$ cat config.mk
export PLATFORM = sky130hd
export DESIGN_NAME = sram_pixel_writer_flat
export DESIGN_NICKNAME = d
export VERILOG_FILES = /design/src/rtl/sram_pkg.sv /design/src/rtl/sram_pixel_writer_if.sv /design/src/rtl/sram_req_reg.sv /design/src/rtl/sram_pixel_writer.sv /design/src/flat_wrapper.sv
export SDC_FILE = /design/constraint.sdc
export NUM_CORES = 1
export LEC_CHECK = 0
export ABC_AREA = 1
export BUFFER_PORTS_ARGS = -buffer_cell sky130_fd_sc_hd__buf_2
export CORE_MARGIN = 4
export CORE_UTILIZATION = 52
export DETAILED_ROUTE_END_ITERATION = 16
export PLACE_DENSITY = 0.86
export SYNTH_ARGS = -nofsm -noshare
export SYNTH_HDL_FRONTEND = slang
export SYNTH_SLANG_ARGS = --single-unit
$ cat constraint.sdc
create_clock -name i_clock -period 2.45 [get_ports i_clock]
set_clock_uncertainty 0.1 [all_clocks]
set_input_delay 0.6125 -clock i_clock [delete_from_list [all_inputs] [get_ports i_clock]]
set_output_delay 0.6125 -clock i_clock [all_outputs]
set_load 0.005 [all_outputs]
$ cat src/rtl/sram_pkg.sv
// Constants and types shared by the SRAM arbiter, pixel writer and future read clients.
// A request word is {mask, addr, data}, with the mask in the top bits.
package sram_pkg;

    localparam int unsigned SRAM_ADDR_W = 18;
    localparam int unsigned SRAM_DATA_W = 32;
    localparam int unsigned SRAM_MASK_W = 4;
    localparam int unsigned SRAM_REQ_W  = 54;
    localparam int unsigned MASK_LSB    = 50;
    localparam int unsigned ADDR_LSB    = 32;

    typedef enum logic [1:0] {
        StIdle  = 2'd0,
        StPack  = 2'd1,
        StDrain = 2'd2
    } writer_state_e;

    function automatic logic [SRAM_REQ_W-1:0] pack_req(
        input logic [SRAM_MASK_W-1:0] mask,
        input logic [SRAM_ADDR_W-1:0] addr,
        input logic [SRAM_DATA_W-1:0] data
    );
        logic [SRAM_REQ_W-1:0] req;
        req                           = '0;
        req[MASK_LSB +: SRAM_MASK_W]  = mask;
        req[ADDR_LSB +: SRAM_ADDR_W]  = addr;
        req[0 +: SRAM_DATA_W]         = data;
        return req;
    endfunction

endpackage

$ cat src/rtl/sram_pixel_writer_if.sv
// Pixel stream in and SRAM write request out for one writer.
// The master modport is the writer's view; slave is the surrounding environment.
interface sram_pixel_writer_if;
    import sram_pkg::*;

    logic                  pix_valid;
    logic                  pix_ready;
    logic [7:0]            pix_data;
    logic                  pix_last;
    logic                  wr_valid;
    logic                  wr_ready;
    logic [SRAM_REQ_W-1:0] wr_req;

    modport master (
        input  pix_valid, pix_data, pix_last, wr_ready,
        output pix_ready, wr_valid, wr_req
    );

    modport slave (
        output pix_valid, pix_data, pix_last, wr_ready,
        input  pix_ready, wr_valid, wr_req
    );

endinterface

$ cat src/rtl/sram_req_reg.sv
// Single-entry ready/valid holding register. The producer may load only while
// o_can_load is high, so a held payload is never overwritten before hand-off.
module sram_req_reg
    import sram_pkg::*;
#(
    parameter int unsigned WIDTH = SRAM_REQ_W
) (
    input  logic             i_clock,
    input  logic             i_reset_n,
    input  logic             i_load,
    input  logic [WIDTH-1:0] i_data,
    output logic             o_can_load,
    output logic             o_valid,
    input  logic             i_ready,
    output logic [WIDTH-1:0] o_data
);

    logic             r_valid;
    logic [WIDTH-1:0] r_data;

    always_ff @(posedge i_clock or negedge i_reset_n) begin
        if (!i_reset_n) begin
            r_valid <= 1'b0;
            r_data  <= '0;
        end else if (i_load) begin
            r_valid <= 1'b1;
            r_data  <= i_data;
        end else if (i_ready) begin
            r_valid <= 1'b0;
        end
    end

    assign o_can_load = !r_valid | i_ready;
    assign o_valid    = r_valid;
    assign o_data     = r_data;

endmodule

$ cat src/rtl/sram_pixel_writer.sv
// Packs 8-bit pixels four to a 32-bit SRAM word (lane 0 first) and issues
// sequential masked write requests into a frame buffer, with end-of-frame signalling.
module sram_pixel_writer
    import sram_pkg::*;
#(
    parameter int unsigned           ADDR_WIDTH  = SRAM_ADDR_W,
    parameter logic [ADDR_WIDTH-1:0] BASE_ADDR   = '0,
    parameter int unsigned           FRAME_WORDS = 120000
) (
    input  logic                i_clock,
    input  logic                i_reset_n,
    input  logic                i_frame_start,
    sram_pixel_writer_if.master io_bus,
    output logic                o_frame_done,
    output logic                o_busy,
    output logic [15:0]         o_drop_count
);

    localparam logic [ADDR_WIDTH-1:0] LAST_ADDR =
        ADDR_WIDTH'(32'(BASE_ADDR) + FRAME_WORDS - 32'd1);

    writer_state_e          r_state, w_state_next;
    logic [1:0]             r_lane, w_lane_next, w_lane_eff;
    logic [ADDR_WIDTH-1:0]  r_addr, w_addr_next, w_addr_eff;
    logic [SRAM_DATA_W-1:0] r_acc, w_word;
    logic [SRAM_MASK_W-1:0] w_mask;
    logic [SRAM_REQ_W-1:0]  w_req;
    logic                   r_start_pend, w_start_pend_next;
    logic                   r_wrap_pend, w_wrap_pend_next;
    logic                   r_frame_done, w_frame_done_next;
    logic [15:0]            r_drop_count, w_drop_count_next;
    logic                   w_start_eff, w_accept, w_pack_px, w_complete;
    logic                   w_can_load, w_xfer;

    function automatic logic [ADDR_WIDTH-1:0] next_addr(input logic [ADDR_WIDTH-1:0] a);
        return (a == LAST_ADDR) ? BASE_ADDR : a + ADDR_WIDTH'(1);
    endfunction

    assign w_xfer           = io_bus.wr_valid & io_bus.wr_ready;
    assign io_bus.pix_ready = (r_state == StIdle) | ((r_state == StPack) & w_can_load);
    assign w_accept         = io_bus.pix_valid & io_bus.pix_ready;

    // A frame start outside DRAIN takes effect before any pixel in the same cycle.
    assign w_start_eff = i_frame_start & (r_state != StDrain);
    assign w_lane_eff  = w_start_eff ? 2'd0 : r_lane;
    assign w_addr_eff  = w_start_eff ? BASE_ADDR : r_addr;
    assign w_pack_px   = w_accept & (w_start_eff | (r_state == StPack));
    assign w_complete  = w_pack_px & ((w_lane_eff == 2'd3) | io_bus.pix_last);

    always_comb begin
        w_word = '0;
        w_mask = '0;
        for (int i = 0; i < int'(SRAM_MASK_W); i++) begin
            if (i < int'(w_lane_eff)) begin
                w_word[8*i +: 8] = r_acc[8*i +: 8];
                w_mask[i]        = 1'b1;
            end else if (i == int'(w_lane_eff)) begin
                w_word[8*i +: 8] = io_bus.pix_data;
                w_mask[i]        = 1'b1;
            end
        end
    end

    assign w_req = pack_req(w_mask, SRAM_ADDR_W'(w_addr_eff), w_word);

    always_comb begin
        w_state_next      = r_state;
        w_lane_next       = r_lane;
        w_addr_next       = r_addr;
        w_start_pend_next = r_start_pend;
        w_wrap_pend_next  = r_wrap_pend;
        w_frame_done_next = 1'b0;
        w_drop_count_next = r_drop_count;

        if (w_xfer) begin
            w_wrap_pend_next = 1'b0;
        end

        case (r_state)
            StIdle: begin
                if (w_start_eff) begin
                    w_state_next = StPack;
                end else if (w_accept && r_drop_count != 16'hFFFF) begin
                    w_drop_count_next = r_drop_count + 16'd1;
                end
            end
            StPack: begin
            end
            StDrain: begin
                if (i_frame_start) begin
                    w_start_pend_next = 1'b1;
                end
                if (w_can_load) begin
                    w_frame_done_next = 1'b1;
                    w_lane_next       = 2'd0;
                    w_addr_next       = BASE_ADDR;
                    w_start_pend_next = 1'b0;
                    w_state_next      = (r_start_pend | i_frame_start) ? StPack : StIdle;
                end
            end
            default: w_state_next = StIdle;
        endcase

        if (r_state != StDrain) begin
            w_lane_next = w_lane_eff;
            w_addr_next = w_addr_eff;
            if (w_complete) begin
                w_lane_next = 2'd0;
                w_addr_next = next_addr(w_addr_eff);
                if (io_bus.pix_last) begin
                    w_state_next = StDrain;
                end else if (w_addr_eff == LAST_ADDR) begin
                    w_wrap_pend_next = 1'b1;
                end
            end else if (w_pack_px) begin
                w_lane_next = w_lane_eff + 2'd1;
            end
        end

        // The frame-closing word of a wrapping frame signals done on its hand-off.
        if (r_wrap_pend & w_xfer) begin
            w_frame_done_next = 1'b1;
        end
    end

    always_ff @(posedge i_clock or negedge i_reset_n) begin
        if (!i_reset_n) begin
            r_state      <= StIdle;
            r_lane       <= 2'd0;
            r_addr       <= BASE_ADDR;
            r_acc        <= '0;
            r_start_pend <= 1'b0;
            r_wrap_pend  <= 1'b0;
            r_frame_done <= 1'b0;
            r_drop_count <= 16'd0;
        end else begin
            r_state      <= w_state_next;
            r_lane       <= w_lane_next;
            r_addr       <= w_addr_next;
            r_start_pend <= w_start_pend_next;
            r_wrap_pend  <= w_wrap_pend_next;
            r_frame_done <= w_frame_done_next;
            r_drop_count <= w_drop_count_next;
            if (w_pack_px) begin
                r_acc <= w_word;
            end
        end
    end

    sram_req_reg #(
        .WIDTH(SRAM_REQ_W)
    ) u_req_reg (
        .i_clock    (i_clock),
        .i_reset_n  (i_reset_n),
        .i_load     (w_complete),
        .i_data     (w_req),
        .o_can_load (w_can_load),
        .o_valid    (io_bus.wr_valid),
        .i_ready    (io_bus.wr_ready),
        .o_data     (io_bus.wr_req)
    );

    assign o_frame_done = r_frame_done;
    assign o_busy       = (r_state == StPack) | (r_state == StDrain);
    assign o_drop_count = r_drop_count;

endmodule

$ cat src/flat_wrapper.sv
// flat-port wrapper written by rule: the top's interface ports become plain ports
module sram_pixel_writer_flat import sram_pkg::*;
#(
    parameter int unsigned           ADDR_WIDTH  = SRAM_ADDR_W,
    parameter logic [ADDR_WIDTH-1:0] BASE_ADDR   = '0,
    parameter int unsigned           FRAME_WORDS = 120000
)
  (i_clock, i_reset_n, i_frame_start, o_frame_done, o_busy, o_drop_count, io_bus_pix_valid, io_bus_pix_data, io_bus_pix_last, io_bus_wr_ready, io_bus_pix_ready, io_bus_wr_valid, io_bus_wr_req);
  sram_pixel_writer_if io_bus_i ();
  input  logic i_clock;
  input  logic i_reset_n;
  input  logic i_frame_start;
  output logic o_frame_done;
  output logic o_busy;
  output logic [15:0] o_drop_count;
  input wire logic [$bits(io_bus_i.pix_valid)-1:0] io_bus_pix_valid;
  input wire logic [$bits(io_bus_i.pix_data)-1:0] io_bus_pix_data;
  input wire logic [$bits(io_bus_i.pix_last)-1:0] io_bus_pix_last;
  input wire logic [$bits(io_bus_i.wr_ready)-1:0] io_bus_wr_ready;
  output wire logic [$bits(io_bus_i.pix_ready)-1:0] io_bus_pix_ready;
  output wire logic [$bits(io_bus_i.wr_valid)-1:0] io_bus_wr_valid;
  output wire logic [$bits(io_bus_i.wr_req)-1:0] io_bus_wr_req;
  assign io_bus_i.pix_valid = io_bus_pix_valid;
  assign io_bus_i.pix_data = io_bus_pix_data;
  assign io_bus_i.pix_last = io_bus_pix_last;
  assign io_bus_i.wr_ready = io_bus_wr_ready;
  assign io_bus_pix_ready = io_bus_i.pix_ready;
  assign io_bus_wr_valid = io_bus_i.wr_valid;
  assign io_bus_wr_req = io_bus_i.wr_req;
  sram_pixel_writer #(.ADDR_WIDTH(ADDR_WIDTH), .BASE_ADDR(BASE_ADDR), .FRAME_WORDS(FRAME_WORDS)) u_core (.i_clock(i_clock), .i_reset_n(i_reset_n), .i_frame_start(i_frame_start), .io_bus(io_bus_i), .o_frame_done(o_frame_done), .o_busy(o_busy), .o_drop_count(o_drop_count));
endmodule
Word level (Yosys, flattened, before mapping)

Index checks and enable logic that the tools add are counted.

$add $sub $neg: 3
$lt $le $gt $ge: 3
Multiplexer cells: 45
Reductions and logical operators: 11
Bitwise gates (word level): 14
Eq/ne operators: 9

Operators with widths:

| operator                                                                     | number |
|---|---|
| 18-bit two-way mux                                                           | 6 |
| 8-bit two-way mux                                                            | 7 |
| 2-bit two-way mux                                                            | 11 |
| 1-bit two-way mux                                                            | 20 |
| 18-bit by 1-bit adder with 18-bit output (second input constant)             | 1 |
| 18-bit by 17-bit == test with 1-bit output (second input constant)           | 1 |
| 16-bit by 1-bit adder with 16-bit output (second input constant)             | 1 |
| 16-bit != test (second input constant)                                       | 1 |
| 2-bit nonzero test                                                           | 4 |
| 1-bit bitwise AND                                                            | 7 |
| 1-bit bitwise OR                                                             | 6 |
| 2-bit case mux with 3 select lines                                           | 1 |
| 2-bit == test (first input constant)                                         | 2 |
| 2-bit == test (second input constant)                                        | 2 |
| 2-bit logical NOT                                                            | 2 |
| 1-bit by 2-bit less-than comparator with 1-bit output (first input constant) | 2 |
| 2-bit AND reduction                                                          | 2 |
| 3-bit AND reduction                                                          | 1 |
| 2-bit by 1-bit adder with 2-bit output (second input constant)               | 1 |
| 1-bit by 2-bit == test with 1-bit output (first input constant)              | 1 |
| 2-bit by 1-bit == test with 1-bit output (second input constant)             | 1 |
| 2-bit less-than comparator (first input constant)                            | 1 |
| 2-bit != test (second input constant)                                        | 1 |
| 1-bit logical AND                                                            | 1 |
| other kinds (2)                                                              | 2 |

Input bits: 14
Flip-flop bits (word level): 120

Longest topological paths before layout

Depth after elaboration: 9
Depth in mapped cells: 18
Mapped depth without buffers: 17

Modules after synthesis

From an unflattened synthesis, not the netlist that was laid out.

Cells, all modules: 792
Area, all modules: 6,140.9 um2

By module, submodules not included:

| module            | times used | area an instance (um2) | cells each |
|---|---|---|---|
| sram_pixel_writer | 1          | 4,002.6                | 560 |
| sram_req_reg      | 1          | 2,138.3                | 232 |

Least setup slack after synthesis

OpenSTA, ideal clock, no wires.

Kind: register to register
From: register u_core.r_state[0]
To: register u_core.r_addr[16]
Library setup time: 0.117 ns
Cell stages (with the launch flop): 19
Clock period less this slack: 2.403 ns
Data arrival time: 2.185 ns
Path slack: 0.047 ns
Required time: 2.233 ns
Path through: dfrtp_1 -> inv_1 -> ha_1 -> inv_2 -> nand2_4 -> buf_8 -> nand2_1 -> inv_1 -> ha_1 -> nand2_1 -> inv_1 -> nand3_1 -> nor2_4 -> nand3_2 -> nor2_2 -> nor2_1 -> buf_6 -> nand3_1 -> nand2_1

Elaborated cells between the ends (all ways): 23
Classes of those cells: add/sub (1); eq/ne (5); mux (5); bitwise (8); reduce/logical (4)

RTL lines:

| element                                                                                                | line                     | source |
|---|---|---|
| from (decl)                                                                                            | sram_pixel_writer.sv:22  | `writer_state_e r_state, w_state_next;` |
| from (signal assigned)                                                                                 | sram_pixel_writer.sv:128 | `r_state <= StIdle;` |
| from (signal assigned)                                                                                 | sram_pixel_writer.sv:137 | `r_state <= w_state_next;` |
| 2-bit != test *                                                                                        | sram_pixel_writer.sv:44  | `assign w_start_eff = i_frame_start & (r_state != StDrain);` |
| 1-bit bitwise AND *                                                                                    | sram_pixel_writer.sv:44  |  |
| 18-bit two-way mux *                                                                                   | sram_pixel_writer.sv:46  | `assign w_addr_eff = w_start_eff ? BASE_ADDR : r_addr;` |
| named net u_core.u_req_reg.i_data[32]                                                                  | sram_req_reg.sv:11       | `input logic [WIDTH-1:0] i_data,` |
| 18-bit by 1-bit adder with 18-bit output or 18-bit by 17-bit == test with 1-bit output (tied branches) | sram_pixel_writer.sv:36  | `return (a == LAST_ADDR) ? BASE_ADDR : a + ADDR_WIDTH'(1);` |
| 18-bit two-way mux *                                                                                   | sram_pixel_writer.sv:36  |  |
| 18-bit two-way mux *                                                                                   | sram_pixel_writer.sv:107 | `if (w_complete) begin` |
| 18-bit two-way mux *                                                                                   | sram_pixel_writer.sv:104 | `if (r_state != StDrain) begin` |
| to (signal assigned)                                                                                   | sram_pixel_writer.sv:139 | `r_addr <= w_addr_next;` |
| to (decl)                                                                                              | sram_pixel_writer.sv:24  | `logic [ADDR_WIDTH-1:0] r_addr, w_addr_next, w_addr_eff;` |

Mark *: on every way through the listed nets, which the timed path passes. The rest lies on a longest branch.
A chain may end at the register's enable or synchronous reset.

Worst setup path in the final report

From: register u_core.r_state[0]
To: output port io_bus_pix_ready

Word-level cells in the longest chain between the ends: 3
Elaborated cells between the ends (all ways): 4
Classes of those cells: eq/ne (1); bitwise (2); reduce/logical (1)

RTL lines:

| element                                  | line                    | source |
|---|---|---|
| 2-bit by 1-bit == test with 1-bit output | sram_pixel_writer.sv:40 | `assign io_bus.pix_ready = (r_state == StIdle) \| ((r_state == StPack) & w_can_load);` |
| 1-bit bitwise AND                        | sram_pixel_writer.sv:40 |  |
| 1-bit bitwise OR *                       | sram_pixel_writer.sv:40 |  |
| to (decl)                                | flat_wrapper.sv:20      | `output wire logic [$bits(io_bus_i.pix_ready)-1:0] io_bus_pix_ready;` |

Every way passes the cells marked *; elsewhere a longest branch is shown, timed or not.

==> run metrics <==
core area around 11,000 um2; antenna-violating nets left 0; sequential-to-total area share from yosys stat between 50% and 60%; Slew Limit Headroom 65.3%; worst skew pair latency 0.41 ns; number of port buffers between 80 and 90; WP data required ~1.7 ns; Yosys cell types 33; largest net degree at the start of global routing around 50; reg2reg start u_core.r_state[0]; layout cells sized above 1 about a fifth; first-pass GRT wire length around 24,000 um; TritonCTS Buffers 17; worst path cell trace buf_4, buf_4, ha_1, nand2_1, nand2_2, buf_2; IO Pins roughly 90; Setup crit end kind output port; Hold Path Class input port to async pin; type of origin of the critical path flop; fmax about 430 MHz; total track usage 23.1%; most common cell after layout, fill and taps aside nand2_1; vias in the first global route approximately 5,100; total power 0.00738 W; final hold vios 0; Die Footprint 13,300 um2; Clock Sinks 120; Slew Limit Fails 0; Avg Cell Area, Syn 7.91 um2; grt ovf 0; drt first pass iters 5; DRC Markers 0; setup TNS 0 ns; Mapped Area around 6000 um2; die width 115 um; Final Cycle Share ~95%; Slew @ Worst Pin roughly 0.52 ns; R2R cell count 17; Area growth syn-to-layout 23.1%; Syn Inst Count 759; Wirelength per Cell approximately 14 um; post-synthesis register bit count 120; fill count 866; Initial Util between 50% and 60%; Rows 38; max_cap viols 0; height of the die approximately 120 um; antenna violations before repair 1; ANT cells 0; CP dominant cell by count buf_4; Net count, final about 900; capturing point of the worst reg2reg path u_core.r_addr[17]; clk buf depth 2; Worst Setup Path Type flop to output port; Worst EP arrival between 1.5 and 2 ns; peak supply drop about 700 uV; most frequent cells in the layout nand2_1 (270), dfrtp_1 (120), inv_1 (86), buf_2 (86), o21ai_0 (78); final setup fails 0; Critical Path Max Stage Delay roughly 0.38 ns; Root Buffer Master clkbuf_16; routability cong. 0.902; H-tree Lvls 4; status finished clean; placed insts around 990; 1st-iter DRT viols between 300 and 400; Synth warnings 0; CTS tree built; HPWL after detailed placement between 10,000 and 15,000 um; Leak Pwr slightly below 4 nW; clock-pin slew on the worst setup and hold paths around 0.05 ns; final core utilization 66.7%; Hold-fix buffers, CTS 0; vias per inst roughly 5.3; via count 5,415; flop-to-flop setup slack 0.15 ns; crit path max-delay cell type dfrtp_1; Synthesized Nets 784; pwr/cell area 999 nW/um2; final wirelength roughly 15,000 um; largest fanout on the critical path 3; fin crit period between 2 and 2.5 ns; Post-Layout Cell Count 1,023
==> flip-flops by register name, summed over array words and instances (netlist names) <==
signal / flops
u_core.r_addr: 18
u_core.r_state: 2
u_core.o_frame_done: 1
u_core.r_wrap_pend: 1
u_core.o_drop_count: 16
u_core.u_req_reg.o_valid: 1
u_core.r_start_pend: 1
u_core.r_acc: 24
u_core.r_lane: 2
u_core.u_req_reg.o_data: 54
==> layout make-up <==
cell class,count,area (um2),area share (%)
inverters,93,350,4.74
clock buffers,23,478,6.46
multi-input cells,518,2520,34.1
repair buffers,121,747,10.1
flip-flops and latches,120,3000,40.6
clock inverters,8,120,1.62
well taps,140,175,2.37
==> critical path, delay by kind of cell (launching register included) <==
family | cells | cell delay, ns
flip-flops | 1 | 0.38
adder cells (fa/ha/maj) | 1 | 0.21
AND/OR/NAND/NOR | 2 | 0.20
buffers and inverters | 3 | 0.41
==> cell families after synthesis <==
| logic type | Yosys count | synth area share [%] |
|---|---|---|
| buffers and inverters | 121 | 8.65 |
| AND/OR/NAND/NOR | 394 | 28.3 |
| flip-flops | 120 | 50.0 |
| XOR/XNOR | 14 | 2.04 |
| adder cells (fa/ha/maj) | 11 | 2.29 |
| AO/OA/AOI/OAI | 99 | 8.69 |
==> worst max path at each step <==
stage / slack (ns) / to / from / cells past startpoint
final: 0.12 / io_bus_pix_ready / u_core.r_state[0] / 6
after global routing: -0.02 / u_core.r_addr[17] / u_core.r_state[0] / 17
after CTS: 0.05 / u_core.u_req_reg.o_data[0] / u_core.r_state[0] / 14
after detailed placement: -0.02 / u_core.u_req_reg.o_data[14] / i_frame_start / 12
after global placement: 0.09 / u_core.u_req_reg.o_data[14] / i_frame_start / 12
after floorplan: 0.05 / u_core.r_addr[16] / u_core.r_state[0] / 18
==> stage by stage <==
step | setup slack (ns) | hold WS, ns | cell area [um2]
floorplan | 0.0473 | 0.217 | 6000
global placement | 0.0899 | 0.343 | 6720
detailed placement | -0.0193 | 0.347 | 6720
CTS | 0.0501 | 0.0782 | 7330
global route | -0.0160 | 0.0990 | 7390
finish | 0.118 | 0.0799 | 7390
==> what timing repair did <==
action                                  4_1_cts  5_1_grt
gates resized for setup                       2       10
pin swaps                                     0        6
setup buffers                                 0        4
endpoints found under the setup margin       14       62
==> report_power, final <==
| group | switching, W | internal (W) |
|---|---|---|
| clock network | 0.000849 | 0.00167 |
| registers | 0.000272 | 0.00247 |
| logic | 0.00132 | 0.000800 |
==> synthesized netlist by cell type, drive strengths merged <==
| master | number | share of area, % |
|---|---|---|
| nand2 | 275 | 18 |
| o21ai | 84 | 7.0 |
| xor2 | 9 | 1.3 |
| clkbuf | 8 | 0.50 |
| buf | 20 | 2.3 |
| o211ai | 1 | 0.13 |
| nor2 | 42 | 3.5 |
| or2 | 1 | 0.10 |
| nand3b | 4 | 0.50 |
| o2111ai | 1 | 0.15 |
| nand4 | 9 | 0.94 |
| a21oi | 2 | 0.23 |
| a31o | 1 | 0.15 |
| xnor2 | 5 | 0.73 |
| nand3 | 50 | 4.6 |
| dfrtp | 120 | 50 |
| inv | 93 | 5.8 |
| ha | 11 | 2.3 |
| o22ai | 10 | 1.0 |
| nor3 | 13 | 1.2 |
==> routing by layer <==
| layer | GRT usage [%] | vias up | part of all wire, % |
|---|---|---|---|
| li1 | - | 2623 | - |
| met1 | 30.3 | 2531 | 42 |
| met2 | 37.2 | 234 | 48 |
| met3 | 6.63 | 25 | 7.8 |
| met4 | 7.51 | 2 | 1.6 |
| met5 | 0 | - | 0.047 |
(Power assumes the default switching activity.)
